[config.mk]
export PLATFORM = sky130hd
export DESIGN_NAME = ha_result_accumulator_flat
export DESIGN_NICKNAME = d
export VERILOG_FILES = /design/src/rtl/ha_result_accumulator_if.sv /design/src/rtl/ha_result_accumulator.sv /design/src/flat_wrapper.sv
export SDC_FILE = /design/constraint.sdc
export NUM_CORES = 1
export LEC_CHECK = 0
export BUFFER_PORTS_ARGS = -buffer_cell sky130_fd_sc_hd__buf_2
export CAP_MARGIN = 25
export CORE_ASPECT_RATIO = 0.5
export CORE_UTILIZATION = 55
export DETAILED_ROUTE_END_ITERATION = 16
export PLACE_DENSITY = 0.78
export SETUP_SLACK_MARGIN = 0.2
export SYNTH_ARGS = -nofsm -noshare
export SYNTH_HDL_FRONTEND = slang
export SYNTH_SLANG_ARGS = --single-unit
[constraint.sdc]
create_clock -name clk -period 2.75 [get_ports clk]
set_clock_uncertainty 0.1 [all_clocks]
set_input_delay 0.4125 -clock clk [delete_from_list [all_inputs] [get_ports clk]]
set_output_delay 0.4125 -clock clk [all_outputs]
set_load 0.02 [all_outputs]
[src/rtl/ha_result_accumulator_if.sv]
// Handshake bundle between the halfAdder beat stream, the accumulator and the
// downstream result consumer. The master side feeds beats and accepts results;
// the slave side is the accumulator itself.
interface ha_result_accumulator_if #(
    parameter int ACC_W = 8,
    parameter int CNT_W = 4
);
    // Beat stream from the upstream halfAdder
    logic             sum_in;
    logic             carry_in;
    logic             last_in;
    logic             valid_in;
    logic             ready_out;

    // Frame result towards the reduction path
    logic [ACC_W-1:0] acc_out;
    logic [CNT_W-1:0] count_out;
    logic             overflow_out;
    logic             valid_out;
    logic             ready_in;

    modport master (
        output sum_in, carry_in, last_in, valid_in, ready_in,
        input  ready_out, acc_out, count_out, overflow_out, valid_out
    );

    modport slave (
        input  sum_in, carry_in, last_in, valid_in, ready_in,
        output ready_out, acc_out, count_out, overflow_out, valid_out
    );
endinterface

[src/rtl/ha_result_accumulator.sv]
// Frame accumulator for the halfAdder result stream. Each accepted beat adds
// its {carry,sum} weight to a running total; a frame closes after BEATS beats
// or on an early last_in, and the total, beat count and sticky overflow are
// presented as one registered result while new beats are stalled.
module ha_result_accumulator #(
    parameter int BEATS = 8,
    parameter int ACC_W = 8
) (
    input logic                    clk,
    input logic                    rst,
    ha_result_accumulator_if.slave bus
);
    localparam int CNT_W = $clog2(BEATS + 1);
    localparam logic [CNT_W-1:0] BEATS_C = CNT_W'(BEATS);

    typedef enum logic [0:0] {
        ST_ACCUM = 1'b0,
        ST_HOLD  = 1'b1
    } state_t;

    // Beat weight widened to the carry-out width of the accumulator adder.
    // A {1,1} beat is not a legal halfAdder output but is summed as 3 anyway.
    function automatic logic [ACC_W:0] beat_weight(input logic carry, input logic sum);
        beat_weight = {{(ACC_W-1){1'b0}}, carry, sum};
    endfunction

    state_t           state_r;
    state_t           state_next_s;
    logic [ACC_W-1:0] acc_r;
    logic [ACC_W-1:0] acc_next_s;
    logic [CNT_W-1:0] cnt_r;
    logic [CNT_W-1:0] cnt_next_s;
    logic             ovf_r;
    logic             ovf_next_s;
    logic [ACC_W-1:0] acc_out_r;
    logic [ACC_W-1:0] acc_out_next_s;
    logic [CNT_W-1:0] count_out_r;
    logic [CNT_W-1:0] count_out_next_s;
    logic             overflow_out_r;
    logic             overflow_out_next_s;
    logic             valid_out_r;
    logic             valid_out_next_s;
    logic             ready_out_r;
    logic             ready_out_next_s;

    logic [ACC_W:0]   sum_ext_s;
    logic [CNT_W-1:0] cnt_inc_s;
    logic             accept_s;
    logic             frame_end_s;

    // ready_out is only ever high in ACCUM, so it alone qualifies acceptance
    assign sum_ext_s   = {1'b0, acc_r} + beat_weight(bus.carry_in, bus.sum_in);
    assign cnt_inc_s   = cnt_r + CNT_W'(1);
    assign accept_s    = bus.valid_in & ready_out_r;
    assign frame_end_s = accept_s & ((cnt_inc_s == BEATS_C) | bus.last_in);

    assign bus.ready_out    = ready_out_r;
    assign bus.valid_out    = valid_out_r;
    assign bus.acc_out      = acc_out_r;
    assign bus.count_out    = count_out_r;
    assign bus.overflow_out = overflow_out_r;

    // Next-state and next-output decode for the ACCUM/HOLD handshake machine
    always_comb begin
        state_next_s        = state_r;
        acc_next_s          = acc_r;
        cnt_next_s          = cnt_r;
        ovf_next_s          = ovf_r;
        acc_out_next_s      = acc_out_r;
        count_out_next_s    = count_out_r;
        overflow_out_next_s = overflow_out_r;
        valid_out_next_s    = valid_out_r;
        ready_out_next_s    = ready_out_r;

        case (state_r)
            ST_ACCUM: begin
                // Also raises ready_out on the first edge after reset release
                ready_out_next_s = 1'b1;
                valid_out_next_s = 1'b0;
                if (frame_end_s) begin
                    acc_out_next_s      = sum_ext_s[ACC_W-1:0];
                    count_out_next_s    = cnt_inc_s;
                    overflow_out_next_s = ovf_r | sum_ext_s[ACC_W];
                    valid_out_next_s    = 1'b1;
                    ready_out_next_s    = 1'b0;
                    state_next_s        = ST_HOLD;
                    acc_next_s          = {ACC_W{1'b0}};
                    cnt_next_s          = {CNT_W{1'b0}};
                    ovf_next_s          = 1'b0;
                end else if (accept_s) begin
                    acc_next_s = sum_ext_s[ACC_W-1:0];
                    cnt_next_s = cnt_inc_s;
                    ovf_next_s = ovf_r | sum_ext_s[ACC_W];
                end else begin
                    acc_next_s = acc_r;
                    cnt_next_s = cnt_r;
                    ovf_next_s = ovf_r;
                end
            end
            ST_HOLD: begin
                // Result registers stay untouched here, both while stalled and
                // after the transfer, so downstream sees a stable value
                if (bus.ready_in) begin
                    valid_out_next_s = 1'b0;
                    ready_out_next_s = 1'b1;
                    state_next_s     = ST_ACCUM;
                end else begin
                    valid_out_next_s = 1'b1;
                    ready_out_next_s = 1'b0;
                    state_next_s     = ST_HOLD;
                end
            end
            default: begin
                state_next_s     = ST_ACCUM;
                valid_out_next_s = 1'b0;
                ready_out_next_s = 1'b0;
                acc_next_s       = {ACC_W{1'b0}};
                cnt_next_s       = {CNT_W{1'b0}};
                ovf_next_s       = 1'b0;
            end
        endcase
    end

    // State, running frame totals and registered result/handshake outputs
    always_ff @(posedge clk or negedge rst) begin
        if (!rst) begin
            state_r        <= ST_ACCUM;
            acc_r          <= {ACC_W{1'b0}};
            cnt_r          <= {CNT_W{1'b0}};
            ovf_r          <= 1'b0;
            acc_out_r      <= {ACC_W{1'b0}};
            count_out_r    <= {CNT_W{1'b0}};
            overflow_out_r <= 1'b0;
            valid_out_r    <= 1'b0;
            ready_out_r    <= 1'b0;
        end else begin
            state_r        <= state_next_s;
            acc_r          <= acc_next_s;
            cnt_r          <= cnt_next_s;
            ovf_r          <= ovf_next_s;
            acc_out_r      <= acc_out_next_s;
            count_out_r    <= count_out_next_s;
            overflow_out_r <= overflow_out_next_s;
            valid_out_r    <= valid_out_next_s;
            ready_out_r    <= ready_out_next_s;
        end
    end
endmodule

[src/flat_wrapper.sv]
// flat-port wrapper written by rule: the top's interface ports become plain ports
module ha_result_accumulator_flat 
#(
    parameter int BEATS = 8,
    parameter int ACC_W = 8
)
  (clk, rst, bus_sum_in, bus_carry_in, bus_last_in, bus_valid_in, bus_ready_in, bus_ready_out, bus_acc_out, bus_count_out, bus_overflow_out, bus_valid_out);
  ha_result_accumulator_if #(.ACC_W(ACC_W), .CNT_W(4)) bus_i ();
  input logic clk;
  input logic rst;
  input wire logic [$bits(bus_i.sum_in)-1:0] bus_sum_in;
  input wire logic [$bits(bus_i.carry_in)-1:0] bus_carry_in;
  input wire logic [$bits(bus_i.last_in)-1:0] bus_last_in;
  input wire logic [$bits(bus_i.valid_in)-1:0] bus_valid_in;
  input wire logic [$bits(bus_i.ready_in)-1:0] bus_ready_in;
  output wire logic [$bits(bus_i.ready_out)-1:0] bus_ready_out;
  output wire logic [$bits(bus_i.acc_out)-1:0] bus_acc_out;
  output wire logic [$bits(bus_i.count_out)-1:0] bus_count_out;
  output wire logic [$bits(bus_i.overflow_out)-1:0] bus_overflow_out;
  output wire logic [$bits(bus_i.valid_out)-1:0] bus_valid_out;
  assign bus_i.sum_in = bus_sum_in;
  assign bus_i.carry_in = bus_carry_in;
  assign bus_i.last_in = bus_last_in;
  assign bus_i.valid_in = bus_valid_in;
  assign bus_i.ready_in = bus_ready_in;
  assign bus_ready_out = bus_i.ready_out;
  assign bus_acc_out = bus_i.acc_out;
  assign bus_count_out = bus_i.count_out;
  assign bus_overflow_out = bus_i.overflow_out;
  assign bus_valid_out = bus_i.valid_out;
  ha_result_accumulator #(.BEATS(BEATS), .ACC_W(ACC_W)) u_core (.clk(clk), .rst(rst), .bus(bus_i));
endmodule
==> results of run 1 <==
-- kinds of logic (layout without fill, tap and decap cells) --
group                    count (synthesis)  after routing  share of synthesized area (%)
multiplexers                            14             14                          12.10
XOR/XNOR                                 8              8                          4.912
AND/OR/NAND/NOR                         31             31                          11.32
flip-flops                              28             28                          49.12
AO/OA/AOI/OAI                           27             27                          14.74
adder cells (fa/ha/maj)                  4              4                          4.035
buffers and inverters                   12             34                          3.772
-- Yosys cell counts, drive strengths merged --
library cell  count  area (um2)
mux2i             3       30.03
ha                3       37.54
nor3              4       20.02
nor4b             1       8.760
clkbuf            2       7.510
o21ai             6       41.29
a22o              6       52.55
xor2              5       43.79
fa                1       20.02
a32o              1       10.01
o31ai             7       52.55
mux2             11       142.6
and3              2       12.51
or2               1       6.260
nor4              1       6.260
nand3b            2       15.01
a21oi             5       36.29
nor2              5       18.77
dfrtp            28       700.7
nand3             2       10.01
xnor2             3       26.28
and3b             1       8.760
nand2b            1       6.260
nand2             8       30.03
a21bo             1       10.01
o21a              1       7.510
buf               2       16.26
nor2b             3       18.77
inv               8       30.03
-- through the flow --
| stage | hold WS, ns | setup slack (ns) | cell area, um2 | power (mW) |
|---|---|---|---|---|
| after CTS | 0.05517 | 0.6117 | 1630 | 1.320 |
| after floorplan | 0.01691 | 0.6872 | 1426 | 0.8748 |
| after global placement | 0.3589 | 0.5158 | 1559 | 0.9797 |
| after detailed placement | 0.3540 | 0.4847 | 1559 | 0.9966 |
| after global routing | 0.07604 | 0.4511 | 1630 | 1.392 |
| final | 0.03611 | 0.6039 | 1630 | 1.314 |
-- area by class of cell --
cell class	count	area (um2)	share of cell area, %
Clock buffer	3	41.29	2.533
Clock inverter	1	30.03	1.842
Multi-Input combinational cell	84	671.9	41.21
Tap cell	35	43.79	2.686
Inverter	8	30.03	1.842
Sequential cell	28	700.7	42.98
Timing Repair Buffer	22	112.6	6.907
-- layer usage --
metal	routed length, um	vias up	share of wire [%]	global-route usage [%]
met5	0	-	0	0
met4	21	0	0.78	5.288
met3	173	2	6.4	6.316
met2	1252	40	46	35.23
met1	1247	494	46	29.88
li1	-	481	-	-
-- power by group through the flow --
stage                     logic (mW)  clock network [mW]  registers (mW)
final                          0.411               0.322           0.581
after global routing           0.455               0.343           0.595
after CTS                      0.412               0.327           0.581
after detailed placement       0.409                   0           0.588
after global placement         0.399                   0           0.581
after floorplan                0.227                   0           0.648
-- state kept, by name, summed over array words and instances, names as in the netlist --
signal                   cells
u_core.bus.count_out         4
u_core.bus.overflow_out      1
u_core.cnt_r                 4
u_core.acc_r                 8
u_core.state_r               1
u_core.bus.acc_out           8
u_core.bus.ready_out         1
u_core.ovf_r                 1
-- final timing paths --
check / to / startpoint / cells after the start
setup reg to reg: u_core.bus.acc_out[6] / u_core.acc_r[0] / 7
max in group asynchronous: u_core.bus.acc_out[7] / rst / 1
setup / recovery: u_core.bus.acc_out[6] / u_core.acc_r[0] / 7
hold reg to reg: u_core.acc_r[0] / u_core.acc_r[0] / 2
hold / removal: u_core.acc_r[2] / rst / 1
min in group clk: u_core.state_r / bus_ready_in / 2
==> flow_summary.ini, run 1 <==
[timing]
tightest_slew_ns = 0.6325
slew_headroom_pct = 57.67
hold_viol_final = 0
post-route-period-util_pct = 78.04
rsz0062_at_grt = no
fmax_mhz = 466.0
fin_crit_ns = 2.146
tns_ns = 0
slew_violations = 0
setup_viol = 0

[layout]
nets = 158
n_antenna_cell = 0
drive_above_1_share_pct = 28.08
final_core_util_pct = 70.05
fillCellCount = 174
fin_cells = 181
final_cell_mix = 28 x dfrtp_1, 21 x buf_2, 8 x inv_1, 8 x nand2_1, 7 x o31ai_1
syn_to_final_growth_pct = 14.30
final_common_cell = dfrtp_1

[power]
leakage_nw = 0.8494
p_sw_mw = 0.4333
comb_power_share_pct = 31.3
p_sw_share_pct = 32.98
power.density_nw_per_um2 = 806.0
p_int_mw = 0.8806
peakVddDrop_mv = 0.3494
pwr-share-clk_pct = 24.5
seqPwrFrac_pct = 44.2

[critical_path]
worst-path-buf-inv = 1
path_max_fanout = 5
cpLargestDelayFamily = adder cells
critPathMaxStageDelay_ns = 0.47
arrival_ns = 2.21
crit_chain = ha_1 > inv_1 > fa_1 > and3b_1 > and3_1 > xor2_1 > mux2_4
worstSetupPathType = register to register
cpMaxStageDelayCell = fa_1
crit_required_ns = 2.81
r2r_setup_slack_ns = 0.60
cp-start-kind = register
end_kind = register

[detailed_routing]
routed_wl_mm = 2.695
drcViolationCount = 0
first_pass_iters = 4
num_vias = 1017
wire_per_inst_um = 14.89
routed_via_density = 5.619
postRouteAntennaNets = 0
dr.first_iter.drc_count = 84

[floorplanning]
rows = 12
ios = 22
initial_core_util_pct = 61.29
die_w_um = 74.02
die_h_um = 38.01
core_region_area_um2 = 2327
dieArea_um2 = 2814

[grt]
track_usage_pct = 22.02
antenna_found_initial = 0
grt.overflow.total = 0
grt_pass1_wl_mm = 4.395
grt_max_degree = 29
grt_pass1_vias = 950

[clock_tree]
cts_buffer_depth = 2
cts_made_buffers = 3
cts.sinks = 28
clock_latency_ns = 0.28
root_buffer = clkbuf_8
postCtsHoldBufs = 0
cts_max_level = 1
cts_resized = 0
tritoncts = done
cts_setup_buffers = 0
path_clk_slew_ns = 0.10

[placement]
hpwl_mm = 1.808
place.gp.congestion = 0.7654
port_buffers = 21
dp.cells = 177

[logic_synthesis]
seq_area_frac_synth_pct = 49.12
synthDistinctLibCells = 33
synth_area_per_cell_um2 = 11.50
syn_area_um2 = 1426
ys_ff_latch = 28
netlist_instances = 124
synthesis.nets = 135
yosys_warnings = 0

[hold_path]
hold_class = input port to async pin

[run_status]
run_status = completed

[run]
maxCapViolCount = 0
Note: power is estimated with default switching activity, not from simulation.
==> inputs of run 2 (changes only) <==
- clock period: 2.75 -> 2.3 ns (I/O delays scaled with it)
==> run 2 against run 1 <==
  * Largest cell class unchanged
  * First-iteration DRC count decreased by 63%
  * Wire length increased by 4.5%
  * Die area unchanged
  * Flip-flop and latch count unchanged
  * Fmax increased by 5.1%
==> flow_summary.ini, run 2 (same netlist as run 1, synthesis figures left out) <==
[power]
power.density_nw_per_um2 = 928.2
peakVddDrop_mv = 0.4458
leakage_nw = 0.8944

[detailed_routing]
routed_via_density = 5.711
drcViolationCount = 0
wire_per_inst_um = 14.82
postRouteAntennaNets = 0
dr.first_iter.drc_count = 31
num_vias = 1085
routed_wl_mm = 2.815
first_pass_iters = 4

[layout]
nets = 167
drive_above_1_share_pct = 33.55
final_cell_mix = 28 x dfrtp_1, 21 x buf_2, 8 x inv_1, 8 x nand2_1, 8 x buf_4
syn_to_final_growth_pct = 20.96
fin_cells = 190
n_antenna_cell = 0
final_common_cell = dfrtp_1

[grt]
grt.overflow.total = 0
antenna_found_initial = 0
grt_pass1_vias = 936
track_usage_pct = 21.94
grt_pass1_wl_mm = 4.395
grt_max_degree = 29

[floorplanning]
dieArea_um2 = 2814
rows = 12
die_w_um = 74.02
ios = 22
initial_core_util_pct = 61.29
core_region_area_um2 = 2327
die_h_um = 38.01

[hold_path]
hold_class = input port to register
whs_path_depth = 2
hold_path_end = u_core.state_r
min_from = bus_ready_in

[critical_path]
path_max_fanout = 4
cp-start-kind = register
reg2reg_to = u_core.bus.acc_out[6]
rr_worst_depth = 7
r2r_setup_slack_ns = 0.26
worstSetupPathType = register to register
end_kind = register
arrival_ns = 2.11
crit_required_ns = 2.37
r2r_start = u_core.acc_r[0]

[timing]
hold_viol_final = 0
fmax_mhz = 489.7
post-route-period-util_pct = 88.79
fin_crit_ns = 2.042
tns_ns = 0
timing.hold.ws_ns = 0.1408
slew_headroom_pct = 58.18
tightest_slew_ns = 0.6273
slew_violations = 0
setup_viol = 0
final.setup.worst_slack_ns = 0.2577
rsz0062_at_grt = yes

[run_status]
run_status = completed

[clock_tree]
cts_made_buffers = 3
clock_latency_ns = 0.29
cts_max_level = 1
path_clk_slew_ns = 0.10
tritoncts = done
root_buffer = clkbuf_8
cts.sinks = 28
cts_buffer_depth = 2

[placement]
dp.cells = 179
place.gp.congestion = 0.7942
port_buffers = 21
hpwl_mm = 1.776
dp_slack_ns = 0.1742

[run]
maxCapViolCount = 0
run 2: worst max-delay path, cell delays in order (launching register included):
cell	delay [ns]
dfrtp_1	0.38
ha_1	0.18
inv_1	0.06
fa_1	0.40
and3b_2	0.28
and3_4	0.21
xor2_1	0.06
mux2_4	0.27
run 2: worst max path at each step:
stage | to | cells after the start | slack (ns) | start
finish | u_core.bus.acc_out[6] | 7 | 0.26 | u_core.acc_r[0]
global route | u_core.bus.acc_out[6] | 7 | 0.17 | u_core.acc_r[0]
CTS | u_core.bus.acc_out[6] | 7 | 0.21 | u_core.acc_r[0]
detailed placement | u_core.bus.acc_out[6] | 8 | 0.17 | bus_sum_in
global placement | u_core.bus.acc_out[6] | 8 | 0.21 | bus_sum_in
floorplan | u_core.bus.acc_out[6] | 7 | 0.30 | bus_sum_in
run 2: where the power goes:
part	switching, mW	internal [mW]
Sequential	0.0917	0.603
Combinational	0.276	0.236
Clock	0.162	0.234
run 2: timing repair:
item	in CTS	in global routing
endpoints found under the hold margin	28	0
setup endpoints to repair	0	13
setup buffers	0	6
gates resized for setup	0	3
hold buffers	1	0
run 2: area by class of cell:
type                    instances  area [um2]
fillers                       173       601.8
flip-flops and latches         28       700.7
clock inverters                 1       30.03
inverters                       8       30.03
multi-input cells              84       684.4
well taps                      35       43.79
clock buffers                   3       41.29
repair buffers                 31       195.2
run 2: layer usage:
layer	global-route usage [%]	part of all wire, %
met5	0	0
met2	37.27	46
met1	28.50	47
met4	4.327	1.5
met3	6.316	5.0
run 2: metrics by stage:
step | util [%] | power [mW] | instance area, um2
2_1_floorplan | - | 1.046 | 1426
3_3_place_gp | 67.63 | 1.182 | 1574
3_5_place_dp | 67.63 | 1.198 | 1574
4_1_cts | 71.13 | 1.588 | 1655
5_1_grt | 74.14 | 1.695 | 1725
6_report | 74.14 | 1.602 | 1725
